[config.mk]
export PLATFORM = sky130hd
export DESIGN_NAME = seq_mult_dot_acc
export DESIGN_NICKNAME = d
export VERILOG_FILES = /design/src/rtl/seq_mult_dot_acc.sv
export SDC_FILE = /design/constraint.sdc
export NUM_CORES = 1
export LEC_CHECK = 0
export BUFFER_PORTS_ARGS = -buffer_cell sky130_fd_sc_hd__clkbuf_2
export CAP_MARGIN = 10
export CELL_PAD_IN_SITES_DETAIL_PLACEMENT = 1
export CELL_PAD_IN_SITES_GLOBAL_PLACEMENT = 1
export CORE_MARGIN = 2
export CORE_UTILIZATION = 40
export CTS_BUF_LIST = sky130_fd_sc_hd__clkbuf_16
export CTS_CLUSTER_DIAMETER = 200
export DETAILED_ROUTE_END_ITERATION = 12
export PLACE_DENSITY_LB_ADDON = 0.1
export SLEW_MARGIN = 20
export SYNTH_ARGS = -nofsm -noshare
export SYNTH_HDL_FRONTEND = slang
export SYNTH_SLANG_ARGS = --single-unit
[constraint.sdc]
create_clock -name clk -period 2.43 [get_ports clk]
set_input_delay 0.1215 -clock clk [delete_from_list [all_inputs] [get_ports clk]]
set_output_delay 0.1215 -clock clk [all_outputs]
set_load 0.02 [all_outputs]
[src/rtl/seq_mult_dot_acc.sv]
// seq_mult_dot_acc: hands operand pairs one at a time to a 6x6 sequential multiplier
// and accumulates the products into a dot-product sum, with wrap and timeout flags.
module seq_mult_dot_acc #(
   parameter int OP_W    = 6,
   parameter int ACC_W   = 20,
   parameter int CNT_W   = 8,
   parameter int TIMEOUT = 15
) (
   input  logic              clk,
   input  logic              rst,
   input  logic              in_valid,
   output logic              in_ready,
   input  logic [OP_W-1:0]   in_a,
   input  logic [OP_W-1:0]   in_b,
   input  logic              in_last,
   output logic [OP_W-1:0]   mult_a,
   output logic [OP_W-1:0]   mult_b,
   output logic              mult_start,
   input  logic              mult_load,
   input  logic [2*OP_W-1:0] mult_product,
   output logic              out_valid,
   input  logic              out_ready,
   output logic [ACC_W-1:0]  out_sum,
   output logic [CNT_W-1:0]  out_count,
   output logic              out_ovf,
   output logic              out_err,
   output logic              busy
);

   localparam logic [2:0] IDLE      = 3'd0;
   localparam logic [2:0] ISSUE     = 3'd1;
   localparam logic [2:0] WAIT_BUSY = 3'd2;
   localparam logic [2:0] WAIT_DONE = 3'd3;
   localparam logic [2:0] ACCUM     = 3'd4;
   localparam logic [2:0] OUT       = 3'd5;

   localparam int              WAIT_W    = (TIMEOUT > 2) ? $clog2(TIMEOUT) : 1;
   localparam logic [WAIT_W-1:0] WAIT_LAST = WAIT_W'(TIMEOUT - 1);

   logic [2:0]        state_reg, state_next;
   logic [WAIT_W-1:0] wait_reg;
   logic [ACC_W-1:0]  acc_reg;
   logic [CNT_W-1:0]  count_reg;
   logic              ovf_reg;
   logic              err_reg;
   logic [2*OP_W-1:0] prod_reg;
   logic              last_reg;
   logic [OP_W-1:0]   mult_a_reg, mult_b_reg;
   logic              in_ready_reg, out_valid_reg, busy_reg;
   logic [ACC_W:0]    acc_sum;
   logic              timed_out;

   assign timed_out = (wait_reg == WAIT_LAST);
   assign acc_sum   = {1'b0, acc_reg} + {{(ACC_W + 1 - 2*OP_W){1'b0}}, prod_reg};

   always_comb begin
      state_next = state_reg;
      case (state_reg)
         IDLE:      if (in_valid && in_ready_reg) state_next = ISSUE;
         // A multiplier left busy by an earlier abort or reset is allowed to finish first.
         ISSUE:     if (mult_load) state_next = WAIT_BUSY;
         WAIT_BUSY: begin
            if (!mult_load)     state_next = WAIT_DONE;
            else if (timed_out) state_next = OUT;
         end
         WAIT_DONE: begin
            if (mult_load)      state_next = ACCUM;
            else if (timed_out) state_next = OUT;
         end
         ACCUM:     state_next = last_reg ? OUT : IDLE;
         OUT:       if (out_valid_reg && out_ready) state_next = IDLE;
         default:   state_next = IDLE;
      endcase
   end

   always_ff @(posedge clk) begin
      if (!rst) begin
         state_reg     <= IDLE;
         wait_reg      <= '0;
         acc_reg       <= '0;
         count_reg     <= '0;
         ovf_reg       <= 1'b0;
         err_reg       <= 1'b0;
         prod_reg      <= '0;
         last_reg      <= 1'b0;
         mult_a_reg    <= '0;
         mult_b_reg    <= '0;
         in_ready_reg  <= 1'b0;
         out_valid_reg <= 1'b0;
         busy_reg      <= 1'b0;
      end else begin
         state_reg     <= state_next;
         in_ready_reg  <= (state_next == IDLE);
         out_valid_reg <= (state_next == OUT);
         busy_reg      <= (state_next != IDLE);

         if (state_next != state_reg)
            wait_reg <= '0;
         else if (state_reg == WAIT_BUSY || state_reg == WAIT_DONE)
            wait_reg <= wait_reg + 1'b1;

         case (state_reg)
            IDLE: begin
               if (in_valid && in_ready_reg) begin
                  mult_a_reg <= in_a;
                  mult_b_reg <= in_b;
                  last_reg   <= in_last;
               end
            end
            WAIT_BUSY: begin
               if (state_next == OUT) err_reg <= 1'b1;
            end
            WAIT_DONE: begin
               if (mult_load)               prod_reg <= mult_product;
               else if (state_next == OUT)  err_reg  <= 1'b1;
            end
            ACCUM: begin
               acc_reg <= acc_sum[ACC_W-1:0];
               if (acc_sum[ACC_W]) ovf_reg <= 1'b1;
               if (count_reg != {CNT_W{1'b1}}) count_reg <= count_reg + 1'b1;
            end
            OUT: begin
               if (out_valid_reg && out_ready) begin
                  acc_reg   <= '0;
                  count_reg <= '0;
                  ovf_reg   <= 1'b0;
                  err_reg   <= 1'b0;
               end
            end
            default: ;
         endcase
      end
   end

   assign in_ready   = in_ready_reg;
   assign mult_a     = mult_a_reg;
   assign mult_b     = mult_b_reg;
   assign mult_start = (state_reg == ISSUE) && mult_load;
   assign out_valid  = out_valid_reg;
   assign out_sum    = acc_reg;
   assign out_count  = count_reg;
   assign out_ovf    = ovf_reg;
   assign out_err    = err_reg;
   assign busy       = busy_reg;

endmodule

======== Word-level counts from Yosys, hierarchy flattened ========
Cells that the tools add are included.
operators by class
  $add $sub $neg .......................... 3
  equality and inequality tests ........... 13
  mux-type cells .......................... 19
  bitwise operators ....................... 1
  reductions and logical operators ........ 16
operators by type and width
  kind                                            number
  case mux 20 bit (2 select lines)                1
  adder 20 x 12 -> 21 bit                         1
  two-way mux 3 bit                               7
  two-way mux 20 bit                              1
  case mux 3 bit (6 select lines)                 1
  two-way mux 8 bit                               2
  case mux 8 bit (2 select lines)                 1
  == test 3 bit (second input constant)           3
  AND reduction 3 bit                             3
  adder 8 x 1 -> 8 bit (second input constant)    1
  inequality test 2 bit (second input constant)   4
  inequality test 8 bit (second input constant)   1
  == test 3 x 2 -> 1 bit (second input constant)  2
  logical NOT 3 bit                               2
  AND reduction 2 bit                             3
  nonzero test 3 bit                              2
  adder 4 x 1 -> 4 bit (second input constant)    1
  == test 4 bit (second input constant)           1
  two-way mux 1 bit                               4
  == test 3 x 1 -> 1 bit (second input constant)  1
  logical AND 1 bit                               3
  inequality test 3 bit                           1
  case mux 1 bit (3 select lines)                 1
  case mux 1 bit (2 select lines)                 1
  other kinds (4)                                 4
storage, ports and cells
  bits in registers ....................... 65
  input bits .............................. 30
  output and inout bits ................... 46
  logic and storage cells ................. 65

======== Depth between registers and ports, before layout ========
Gate-level depths: netlist (run 1).
  word-level depth ........................ 8
  depth in mapped cells ................... 7
  gate-level depth less buffers ........... 7

======== Worst setup path before layout (run 1) ========
No wires, ideal clock.
  kind .................................... register to register
  start ................................... register acc_reg[0] (netlist: out_sum[0])
  end ..................................... register acc_reg[8] (netlist: out_sum[8])
  setup time .............................. 121 ps
  arrival ................................. 2014 ps
  required time ........................... 2309 ps
  slack ................................... 295 ps
  cell stages (with the launch flop) ...... 8
  buffers on the path ..................... 0
  period minus slack after synthesis ...... 2135 ps
  cells stage by stage .................... dfxtp_1 ha_1 fa_1 a211oi_1 nor3_1 a211oi_1 xor2_1 o21ai_0
between the ends
  word-level cells in the longest chain between the ends .. 2
ends and longest elaborated chain
  what                              line  source
  from (decl)                       42    logic [ACC_W-1:0] acc_reg;
  from (signal assigned)            118   acc_reg <= acc_sum[ACC_W-1:0];
  adder 20 x 12 -> 21 bit           54    assign acc_sum = {1'b0, acc_reg} + {{(ACC_W + 1 - 2*OP_W){1'b0}}, prod_reg};
  case mux 20 bit (2 select lines)  102   case (state_reg)
Every way passes these cells.
A chain may end at the register's enable or synchronous reset.

======== Final worst setup path (run 1) ========
Same ends and word-level chain as after synthesis.

==> results.sh, run 1 <==
export IMPL_status="finished, final reports clean"
export IMPL_power_density_nw_per_um2=613
export IMPL_netlist_area_sq_um=3390
export IMPL_row_count=33
export IMPL_cp_end_kind="flip-flop"
export IMPL_holdCritPathClass="in -> reg"
export IMPL_crit_path_max_incr_delay_ns=0.43
export IMPL_postLayoutCellArea_sq_um=4140
export IMPL_clock_fmax_mhz=457
export IMPL_clk_path_buf_depth=2
export IMPL_clock_skew_ns=0.00607
export IMPL_dp_cells=583
export IMPL_ctsHoldBuffers=0
export IMPL_avgSynthCellArea_sq_um=8.14
export IMPL_synth_compound_gate_area_share_pct=19.8
export IMPL_grt_pass1_vias=3300
export IMPL_synth_edf_count=0
export IMPL_die_area_sq_um=9220
export IMPL_cts_resized=0
export IMPL_synth_top_family_by_area="simple AND/OR/NAND/NOR gates"
export IMPL_ys_types=61
export IMPL_hold_depth=3
export IMPL_layout_drive_gt1_share_pct=22.7
export IMPL_die_w_um=96.0
export IMPL_fin_nets=535
export IMPL_rsz0062_at_grt="no"
export IMPL_crit_type="reg -> reg"
export IMPL_finalPower_mw=2.54
export IMPL_cts_tree="done"
export IMPL_setup_viol=0
export IMPL_pin_count=76
export IMPL_drtAntennaViolNets=0
export IMPL_muxShareOfSynthArea_pct=1.18
export IMPL_place_congestion=0.860
export IMPL_layoutNonFillerInstCount=599
export IMPL_grt_pass1_wl_um=15500
export IMPL_synthArstFlopShare_pct=0
export IMPL_first_pass_iters=4
export IMPL_drc=0
export IMPL_dieHeight_um=96.0
export IMPL_synthAdderAreaFrac_pct=6.13
export IMPL_vdd_ir_drop_worst_mv=0.301
export IMPL_tightest_slew_ns=0.628
export IMPL_dp_hpwl_um=6840
export IMPL_synth_area_top_cells="dfxtp_1 38%, nand2_1 8.2%, a21oi_1 6.4%"
export IMPL_final_common_cell="clkbuf_2"
export IMPL_cts_setup_buffers=0
export IMPL_tns_ns=0
export IMPL_ys_ff_latch=65
export IMPL_clockRootBuffer="clkbuf_16"
export IMPL_place_area_sq_um=3850
export IMPL_synth_top_area_cell="dfxtp_1"
export IMPL_seq_area_frac_synth_pct=38.4
export IMPL_portBuffers=75
export IMPL_drt_iter0_markers=73
export IMPL_crit_path_start_kind="flip-flop"
export IMPL_synth_simple_area_share_pct=26.7
export IMPL_mostFrequentLayoutCells="75 x clkbuf_2, 74 x nand2_1, 65 x dfxtp_1"
export IMPL_viasPerCell=5.45
export IMPL_cts_htree_levels=3
export IMPL_crit_chain="ha_1, fa_1, a211oi_1, buf_4, nor3_1, a211oi_1, xor2_1, o21ai_0"
export IMPL_area_delta_synth_final_pct=22.1
export IMPL_numCtsBuffers=9
export IMPL_crit_top_cell="a211oi_1"
export IMPL_wl_per_cell_um=15.6
export IMPL_netlist_instances=416
export IMPL_cts_clk_slew_worst_paths_ns=0.06
export IMPL_largest_reg_flops=20
export IMPL_core_area_sq_um=8220
export IMPL_period_share_pct=90.0
export IMPL_final_max_slew_viol_count=0
export IMPL_period_minus_slack_ns=2.19
export IMPL_synthXorXnorAreaFrac_pct=4.14
export IMPL_drt_total_wl_um=9320
export IMPL_clk_insertion_delay_late_ns=0.33
export IMPL_crit_arrival_ns=2.40
export IMPL_overflow=0
export IMPL_antenna_found_initial=0
export IMPL_crit_fanout=4
export IMPL_max_slew_margin_rel_pct=58.0
export IMPL_cellLeakagePower_nw=1.75
export IMPL_grt_start_max_net_pins=38
export IMPL_maxCapViolCount=0
export IMPL_final_hold_viol_count=0
export IMPL_worstPathRequired_ns=2.65
export IMPL_ys_flop_type="dfxtp_1"
export IMPL_vias=3263
export IMPL_nFillCells=1027
export IMPL_rr_worst_depth=8
export IMPL_grtUsageTotal_pct=21.4
export IMPL_crit_slowest_cell="fa_1"
export IMPL_ys_warn_count=0
export IMPL_synth_top_cell_area_share_pct=38.4
export IMPL_start_util_pct=41.2
export IMPL_syn_num_nets=462
export IMPL_antennaDiodeCount=0
export IMPL_clock_sinks=65
## path summary, 6_finish.rpt
check	from	to	slack, ns
hold / removal	mult_product[11]	prod_reg[11]$_SDFFE_PN0P_	0.008
setup reg to reg	out_sum[0]$_SDFFE_PN0P_	out_sum[8]$_SDFFE_PN0P_	0.24
setup / recovery	out_sum[0]$_SDFFE_PN0P_	out_sum[8]$_SDFFE_PN0P_	0.24
hold reg to reg	mult_b[0]$_SDFFE_PN0P_	mult_b[0]$_SDFFE_PN0P_	0.45
## metrics by stage
stage	hold WS [ns]	setup slack [ns]	util (%)
floorplan	0.257	0.295	-
finish	0.00840	0.243	50.4
global placement	0.344	0.419	46.9
CTS	0.00144	0.227	50.4
global route	0.00947	0.0799	50.4
detailed placement	0.352	0.315	46.9
## per-layer routing
layer / global-route usage (%) / part of all wire (%) / vias to the layer above
met5: 0 / 0 / -
met4: 6.55 / 1.1 / 0
met3: 6.42 / 5.5 / 12
met1: 26.4 / 45 / 1553
met2: 35.9 / 48 / 68
li1: - / - / 1630
## cell type report
class | count | area, sq um | share of cell area, %
inverter | 5 | 18.8 | 0.454
clock buffer | 9 | 225 | 5.44
clock inverter | 7 | 62.6 | 1.51
sequential | 65 | 1300 | 31.4
tap | 105 | 131 | 3.18
multi-input combinational | 325 | 1960 | 47.4
timing repair buffer | 83 | 435 | 10.5
## power breakdown
group / leakage, nW / internal, mW / switching [mW]
logic: 1.08 / 0.0650 / 0.110
clock network: 0.142 / 0.782 / 0.470
registers: 0.525 / 1.09 / 0.0217
total: 1.75 / 1.94 / 0.602
## cell usage after synthesis, types with 2 or more instances
| cell type | number |
|---|---|
| nor3_1 | 5 |
| or3_1 | 3 |
| inv_1 | 5 |
| o2111ai_1 | 4 |
| or2_2 | 4 |
| a311oi_1 | 3 |
| xnor2_1 | 3 |
| clkbuf_1 | 11 |
| buf_2 | 6 |
| nand2_1 | 74 |
| and4_1 | 2 |
| a22oi_1 | 5 |
| buf_6 | 2 |
| a21boi_0 | 2 |
| a211o_1 | 3 |
| nor2_1 | 37 |
| nand2b_1 | 3 |
| a31oi_1 | 2 |
| a21o_1 | 2 |
| a21oi_1 | 43 |
| nand3_1 | 24 |
| a211oi_2 | 2 |
| and3_1 | 5 |
| mux2i_1 | 4 |
| nor3b_1 | 3 |
| o21ai_0 | 17 |
| nor4_1 | 2 |
| xor2_1 | 13 |
| nand4_1 | 7 |
| o211ai_1 | 2 |
| dfxtp_1 | 65 |
| and2_1 | 3 |
| a211oi_1 | 6 |
| ha_1 | 15 |
| o21a_1 | 2 |
| nand3b_1 | 2 |
## cells by family (layout without fill, tap and decap cells)
logic type	Yosys count	after routing
AOI/OAI and AO/OA	104	104
xor gates and xnor gates	16	16
adders and majority gates	16	16
buffers and inverters	26	104
DFF	65	65
muxes	4	4
and+or+nand+nor	185	185
## worst max-delay path: cells and delay by family (launching register included)
kind	cells	cell delay, ns
DFF	1	0.33
and+or+nand+nor	1	0.06
buffers and inverters	1	0.17
AOI/OAI and AO/OA	3	0.64
xor gates and xnor gates	1	0.22
adders and majority gates	2	0.67
Note: power is estimated with default switching activity, not from simulation.
==> run 2: changes to the inputs <==
--- a/config.mk
+++ b/config.mk
@@ -9,12 +9,13 @@
 export CAP_MARGIN = 10
 export CELL_PAD_IN_SITES_DETAIL_PLACEMENT = 1
 export CELL_PAD_IN_SITES_GLOBAL_PLACEMENT = 1
-export CORE_MARGIN = 2
+export CORE_MARGIN = 8
 export CORE_UTILIZATION = 40
 export CTS_BUF_LIST = sky130_fd_sc_hd__clkbuf_16
 export CTS_CLUSTER_DIAMETER = 200
 export DETAILED_ROUTE_END_ITERATION = 12
 export PLACE_DENSITY_LB_ADDON = 0.1
+export RECOVER_POWER = 50
 export SLEW_MARGIN = 20
 export SYNTH_ARGS = -nofsm -noshare
 export SYNTH_HDL_FRONTEND = slang
==> run 2 against run 1 <==
  * Sequential share of layout area increased by 0.54 points
  * Non-clock buffer count unchanged
  * First-iteration DRC count increased by 73%
  * Highest routed layer unchanged
  * Final cell count unchanged
  * Global-route usage decreased by 3.8 points
  * Critical path type unchanged
  * Register-to-register slack about the same
  * Count of clock-buffer cells in the layout unchanged
  * Clock power about the same
==> results.sh, run 2 (synthesis gave the netlist of run 1 again) <==
export IMPL_status="finished, final reports clean"
export IMPL_cellLeakagePower_nw=1.59
export IMPL_mostFrequentLayoutCells="74 x nand2_1, 65 x dfxtp_1, 46 x clkbuf_1"
export IMPL_cts_tree="done"
export IMPL_cts_clk_slew_worst_paths_ns=0.05
export IMPL_crit_arrival_ns=2.44
export IMPL_tightest_slew_ns=0.608
export IMPL_die_area_sq_um=11700
export IMPL_clk_insertion_delay_late_ns=0.33
export IMPL_power_density_nw_per_um2=623
export IMPL_holdCritPathClass="in -> reg"
export IMPL_dp_hpwl_um=7190
export IMPL_layoutNonFillerInstCount=599
export IMPL_drt_total_wl_um=9720
export IMPL_clock_sinks=65
export IMPL_finalWorstSetupSlack_ns=0.246
export IMPL_tns_ns=0
export IMPL_ctsHoldBuffers=0
export IMPL_period_share_pct=89.9
export IMPL_crit_slowest_cell="ha_1"
export IMPL_hold_path_endpoint="mult_b[2]$_SDFFE_PN0P_"
export IMPL_drt_iter0_markers=126
export IMPL_viasPerCell=5.43
export IMPL_rr_worst_depth=6
export IMPL_grt_start_max_net_pins=38
export IMPL_grtUsageTotal_pct=17.7
export IMPL_antennaDiodeCount=0
export IMPL_area_delta_synth_final_pct=20.1
export IMPL_place_congestion=0.799
export IMPL_clock_fmax_mhz=458
export IMPL_crit_chain="ha_1, a21oi_1, o21ai_0, nor2_1, a21boi_0, mux2i_1"
export IMPL_cts_resized=0
export IMPL_wl_per_cell_um=16.2
export IMPL_crit_path_max_incr_delay_ns=0.47
export IMPL_holdWs_ns=0.0102
export IMPL_dp_slack_ns=0.324
export IMPL_max_slew_margin_rel_pct=59.3
export IMPL_crit_path_start_kind="flip-flop"
export IMPL_rsz0062_at_grt="no"
export IMPL_crit_type="reg -> reg"
export IMPL_utilization_pct=49.5
export IMPL_clk_path_buf_depth=2
export IMPL_crit_fanout=11
export IMPL_first_pass_iters=4
export IMPL_fin_nets=535
export IMPL_postLayoutCellArea_sq_um=4070
export IMPL_regToRegStartpoint="out_sum[9]$_SDFFE_PN0P_"
export IMPL_vias=3252
export IMPL_reg2reg_slack_ns=0.25
export IMPL_grt_pass1_wl_um=16700
export IMPL_r2r_end="out_sum[13]$_SDFFE_PN0P_"
export IMPL_layout_drive_gt1_share_pct=13.2
export IMPL_final_common_cell="nand2_1"
export IMPL_pin_count=76
export IMPL_min_from="in_b[2]"
export IMPL_final_hold_viol_count=0
export IMPL_place_area_sq_um=3850
export IMPL_row_count=33
export IMPL_drtAntennaViolNets=0
export IMPL_drc=0
export IMPL_cts_htree_levels=3
export IMPL_maxCapViolCount=0
export IMPL_start_util_pct=41.2
export IMPL_worstPathRequired_ns=2.69
export IMPL_hold_depth=3
export IMPL_numCtsBuffers=9
export IMPL_cp_end_kind="flip-flop"
export IMPL_overflow=0
export IMPL_largest_reg_flops=20
export IMPL_finalPower_mw=2.53
export IMPL_clock_skew_ns=0.00348
export IMPL_dieHeight_um=108
export IMPL_worst_path_buf_inv=0
export IMPL_clockRootBuffer="clkbuf_16"
export IMPL_setup_viol=0
export IMPL_final_max_slew_viol_count=0
export IMPL_core_area_sq_um=8220
export IMPL_die_w_um=108
export IMPL_crit_family="compound AO/OA/AOI/OAI gates"
export IMPL_period_minus_slack_ns=2.18
export IMPL_cts_setup_buffers=0
export IMPL_portBuffers=75
export IMPL_antenna_found_initial=0
export IMPL_dp_cells=583
export IMPL_grt_pass1_vias=3576
export IMPL_vdd_ir_drop_worst_mv=0.324
## run 2: cell types whose count changed in the layout (fill, tap and decap cells not counted), sizes merged
cell      before  now
clkinvlp       1    2
buf            8    7
clkbuf        84   85
clkinv         4    3
## run 2: worst min-delay path, stage by stage
cell and delay (ns):
clkbuf_2 0.08, nand2_1 0.05, a21oi_1 0.05
## run 2: power by group
part / switching [mW] / total (mW) / internal (mW) / leakage (nW)
clock: 0.473 / 1.25 / 0.782 / 0.140
sequential: 0.0212 / 1.11 / 1.09 / 0.525
combinational: 0.109 / 0.168 / 0.0592 / 0.923
total: 0.603 / 2.53 / 1.93 / 1.59
## run 2: worst max path at each step
stage | start | to | cells after the start | slack, ns
floorplan | out_sum[0]$_SDFFE_PN0P_ | out_sum[8]$_SDFFE_PN0P_ | 7 | 0.29
global route | out_sum[0]$_SDFFE_PN0P_ | out_sum[8]$_SDFFE_PN0P_ | 8 | 0.1
global placement | out_sum[0]$_SDFFE_PN0P_ | out_sum[8]$_SDFFE_PN0P_ | 8 | 0.42
detailed placement | out_sum[0]$_SDFFE_PN0P_ | out_sum[16]$_SDFFE_PN0P_ | 8 | 0.32
finish | out_sum[9]$_SDFFE_PN0P_ | out_sum[13]$_SDFFE_PN0P_ | 6 | 0.25
CTS | out_sum[9]$_SDFFE_PN0P_ | out_sum[13]$_SDFFE_PN0P_ | 6 | 0.27
## run 2: routing by layer
layer	global-route usage [%]	part of all wire, %	vias to the layer above	wire length, um
li1	-	-	1631	-
met1	19.7	44	1534	4250
met2	29.3	47	69	4580
met3	6.72	7.0	18	683
met4	8.03	2.1	0	206
met5	0	0	-	0
## run 2: final cells by class
class / count / area, sq um
multi-input combinational: 325 / 1950
sequential: 65 / 1300
clock buffer: 9 / 225
tap: 105 / 131
fill: 1053 / 4150
inverter: 5 / 18.8
timing repair buffer: 83 / 375
clock inverter: 7 / 62.6
==> run 3: changes to the inputs <==
--- a/config.mk
+++ b/config.mk
@@ -9,6 +9,7 @@
 export CAP_MARGIN = 10
 export CELL_PAD_IN_SITES_DETAIL_PLACEMENT = 1
 export CELL_PAD_IN_SITES_GLOBAL_PLACEMENT = 1
+export CORE_ASPECT_RATIO = 1.2
 export CORE_MARGIN = 8
 export CORE_UTILIZATION = 40
 export CTS_BUF_LIST = sky130_fd_sc_hd__clkbuf_16
==> run 3 against run 2 <==
  * Final area decreased by 0.15%
  * Highest routed layer unchanged
  * Routed wire length decreased by 0.65%
  * Count of clock-buffer cells in the layout unchanged
  * Sequential cell count unchanged
  * Non-clock buffer count increased by 1
  * Critical path depth increased by 2
  * Sequential power about the same
==> results.sh, run 3 (synthesis gave the netlist of run 1 again) <==
export IMPL_fin_nets=536
export IMPL_wl_per_cell_um=15.8
export IMPL_drt_iter0_markers=65
export IMPL_cts_tree="done"
export IMPL_crit_chain="ha_1, fa_1, a211oi_1, buf_4, nor3_2, o2111ai_1, a21oi_1, nor3b_1"
export IMPL_final_max_slew_viol_count=0
export IMPL_crit_slowest_cell="fa_1"
export IMPL_die_area_sq_um=11700
export IMPL_power_density_nw_per_um2=589
export IMPL_layoutNonFillerInstCount=611
export IMPL_final_hold_viol_count=0
export IMPL_clockRootBuffer="clkbuf_16"
export IMPL_cp_end_kind="flip-flop"
export IMPL_place_area_sq_um=3860
export IMPL_start_util_pct=40.2
export IMPL_portBuffers=75
export IMPL_antennaDiodeCount=0
export IMPL_cts_setup_buffers=0
export IMPL_first_pass_iters=4
export IMPL_postLayoutCellArea_sq_um=4060
export IMPL_finalWorstSetupSlack_ns=0.304
export IMPL_drtAntennaViolNets=0
export IMPL_row_count=37
export IMPL_core_area_sq_um=8430
export IMPL_grt_pass1_vias=3487
export IMPL_final_common_cell="nand2_1"
export IMPL_die_w_um=100
export IMPL_crit_path_start_kind="flip-flop"
export IMPL_cts_clk_slew_worst_paths_ns=0.05
export IMPL_clock_sinks=65
export IMPL_crit_family="adder cells"
export IMPL_place_congestion=0.789
export IMPL_tns_ns=0
export IMPL_cp_depth=8
export IMPL_viasPerCell=5.31
export IMPL_area_delta_synth_final_pct=19.9
export IMPL_crit_type="reg -> reg"
export IMPL_dp_slack_ns=0.282
export IMPL_rsz0062_at_grt="no"
export IMPL_cts_htree_levels=3
export IMPL_mostFrequentLayoutCells="74 x nand2_1, 65 x dfxtp_1, 45 x clkbuf_1"
export IMPL_hold_depth=3
export IMPL_setup_viol=0
export IMPL_period_share_pct=87.5
export IMPL_pin_count=76
export IMPL_vias=3245
export IMPL_maxCapViolCount=0
export IMPL_cellLeakagePower_nw=1.58
export IMPL_rr_worst_depth=8
export IMPL_crit_arrival_ns=2.37
export IMPL_cts_resized=0
export IMPL_largest_reg_flops=20
export IMPL_tightest_slew_ns=0.607
export IMPL_antenna_found_initial=0
export IMPL_finalPower_mw=2.39
export IMPL_worstPathRequired_ns=2.67
export IMPL_min_from="in_b[2]"
export IMPL_holdCritPathClass="in -> reg"
export IMPL_reg2reg_slack_ns=0.30
export IMPL_crit_path_max_incr_delay_ns=0.43
export IMPL_dieHeight_um=117
export IMPL_crit_fanout=6
export IMPL_clock_fmax_mhz=470
export IMPL_status="finished, final reports clean"
export IMPL_numCtsBuffers=9
export IMPL_overflow=0
export IMPL_drc=0
export IMPL_clock_skew_ns=0.00632
export IMPL_dp_cells=595
export IMPL_grt_pass1_wl_um=16300
export IMPL_period_minus_slack_ns=2.13
export IMPL_clk_insertion_delay_late_ns=0.33
export IMPL_vdd_ir_drop_worst_mv=0.415
export IMPL_layout_drive_gt1_share_pct=12.8
export IMPL_clk_path_buf_depth=2
export IMPL_crit_path_start="out_sum[0]$_SDFFE_PN0P_"
export IMPL_worst_path_buf_inv=1
export IMPL_grtUsageTotal_pct=17.4
export IMPL_regToRegStartpoint="out_sum[0]$_SDFFE_PN0P_"
export IMPL_dp_hpwl_um=7250
export IMPL_max_slew_margin_rel_pct=59.4
export IMPL_grt_start_max_net_pins=38
export IMPL_drt_total_wl_um=9660
-- run 3: final cells by class --
class                      count  area [sq um]
clock inverter                 6          27.5
timing repair buffer          84           389
multi-input combinational    325          1950
sequential                    65          1300
inverter                       5          18.8
fill                        1088          4360
clock buffer                   9           225
tap                          117           146
-- run 3: worst min-delay path: cells and delay by family --
kind / cells / cell delay (ns)
buf+inv: 1 / 0.08
compound gates: 1 / 0.05
simple gates: 1 / 0.04
-- run 3: report_power, final --
part           internal, mW  switching (mW)
registers              1.09          0.0203
clock network         0.667           0.448
logic                0.0612           0.107
total                  1.82           0.576
-- run 3: repair_timing --
action / 4_1_cts / 5_1_grt
endpoints found under the setup margin: 0 / 0
hold buffers: 1 / 0
hold endpoints to repair: 1 / 0
-- run 3: path summary, 6_finish.rpt --
check / endpoint
setup / recovery: out_sum[16]$_SDFFE_PN0P_
hold / removal: mult_b[2]$_SDFFE_PN0P_
setup reg to reg: out_sum[16]$_SDFFE_PN0P_
hold reg to reg: mult_b[2]$_SDFFE_PN0P_
-- run 3: per-stage QoR --
step	util [%]	hold slack [ns]
floorplan	-	0.257
global placement	45.9	0.344
detailed placement	45.9	0.351
CTS	49.0	0.000807
global route	48.2	0.0129
finish	48.2	0.0164
-- run 3: routing by layer --
metal / global-route usage [%] / up-vias / part of all wire (%)
li1: - / 1623 / -
met1: 18.3 / 1559 / 42
met2: 31.6 / 52 / 51
met3: 5.92 / 11 / 5.6
met5: 0 / - / 0
met4: 6.36 / 0 / 1.3
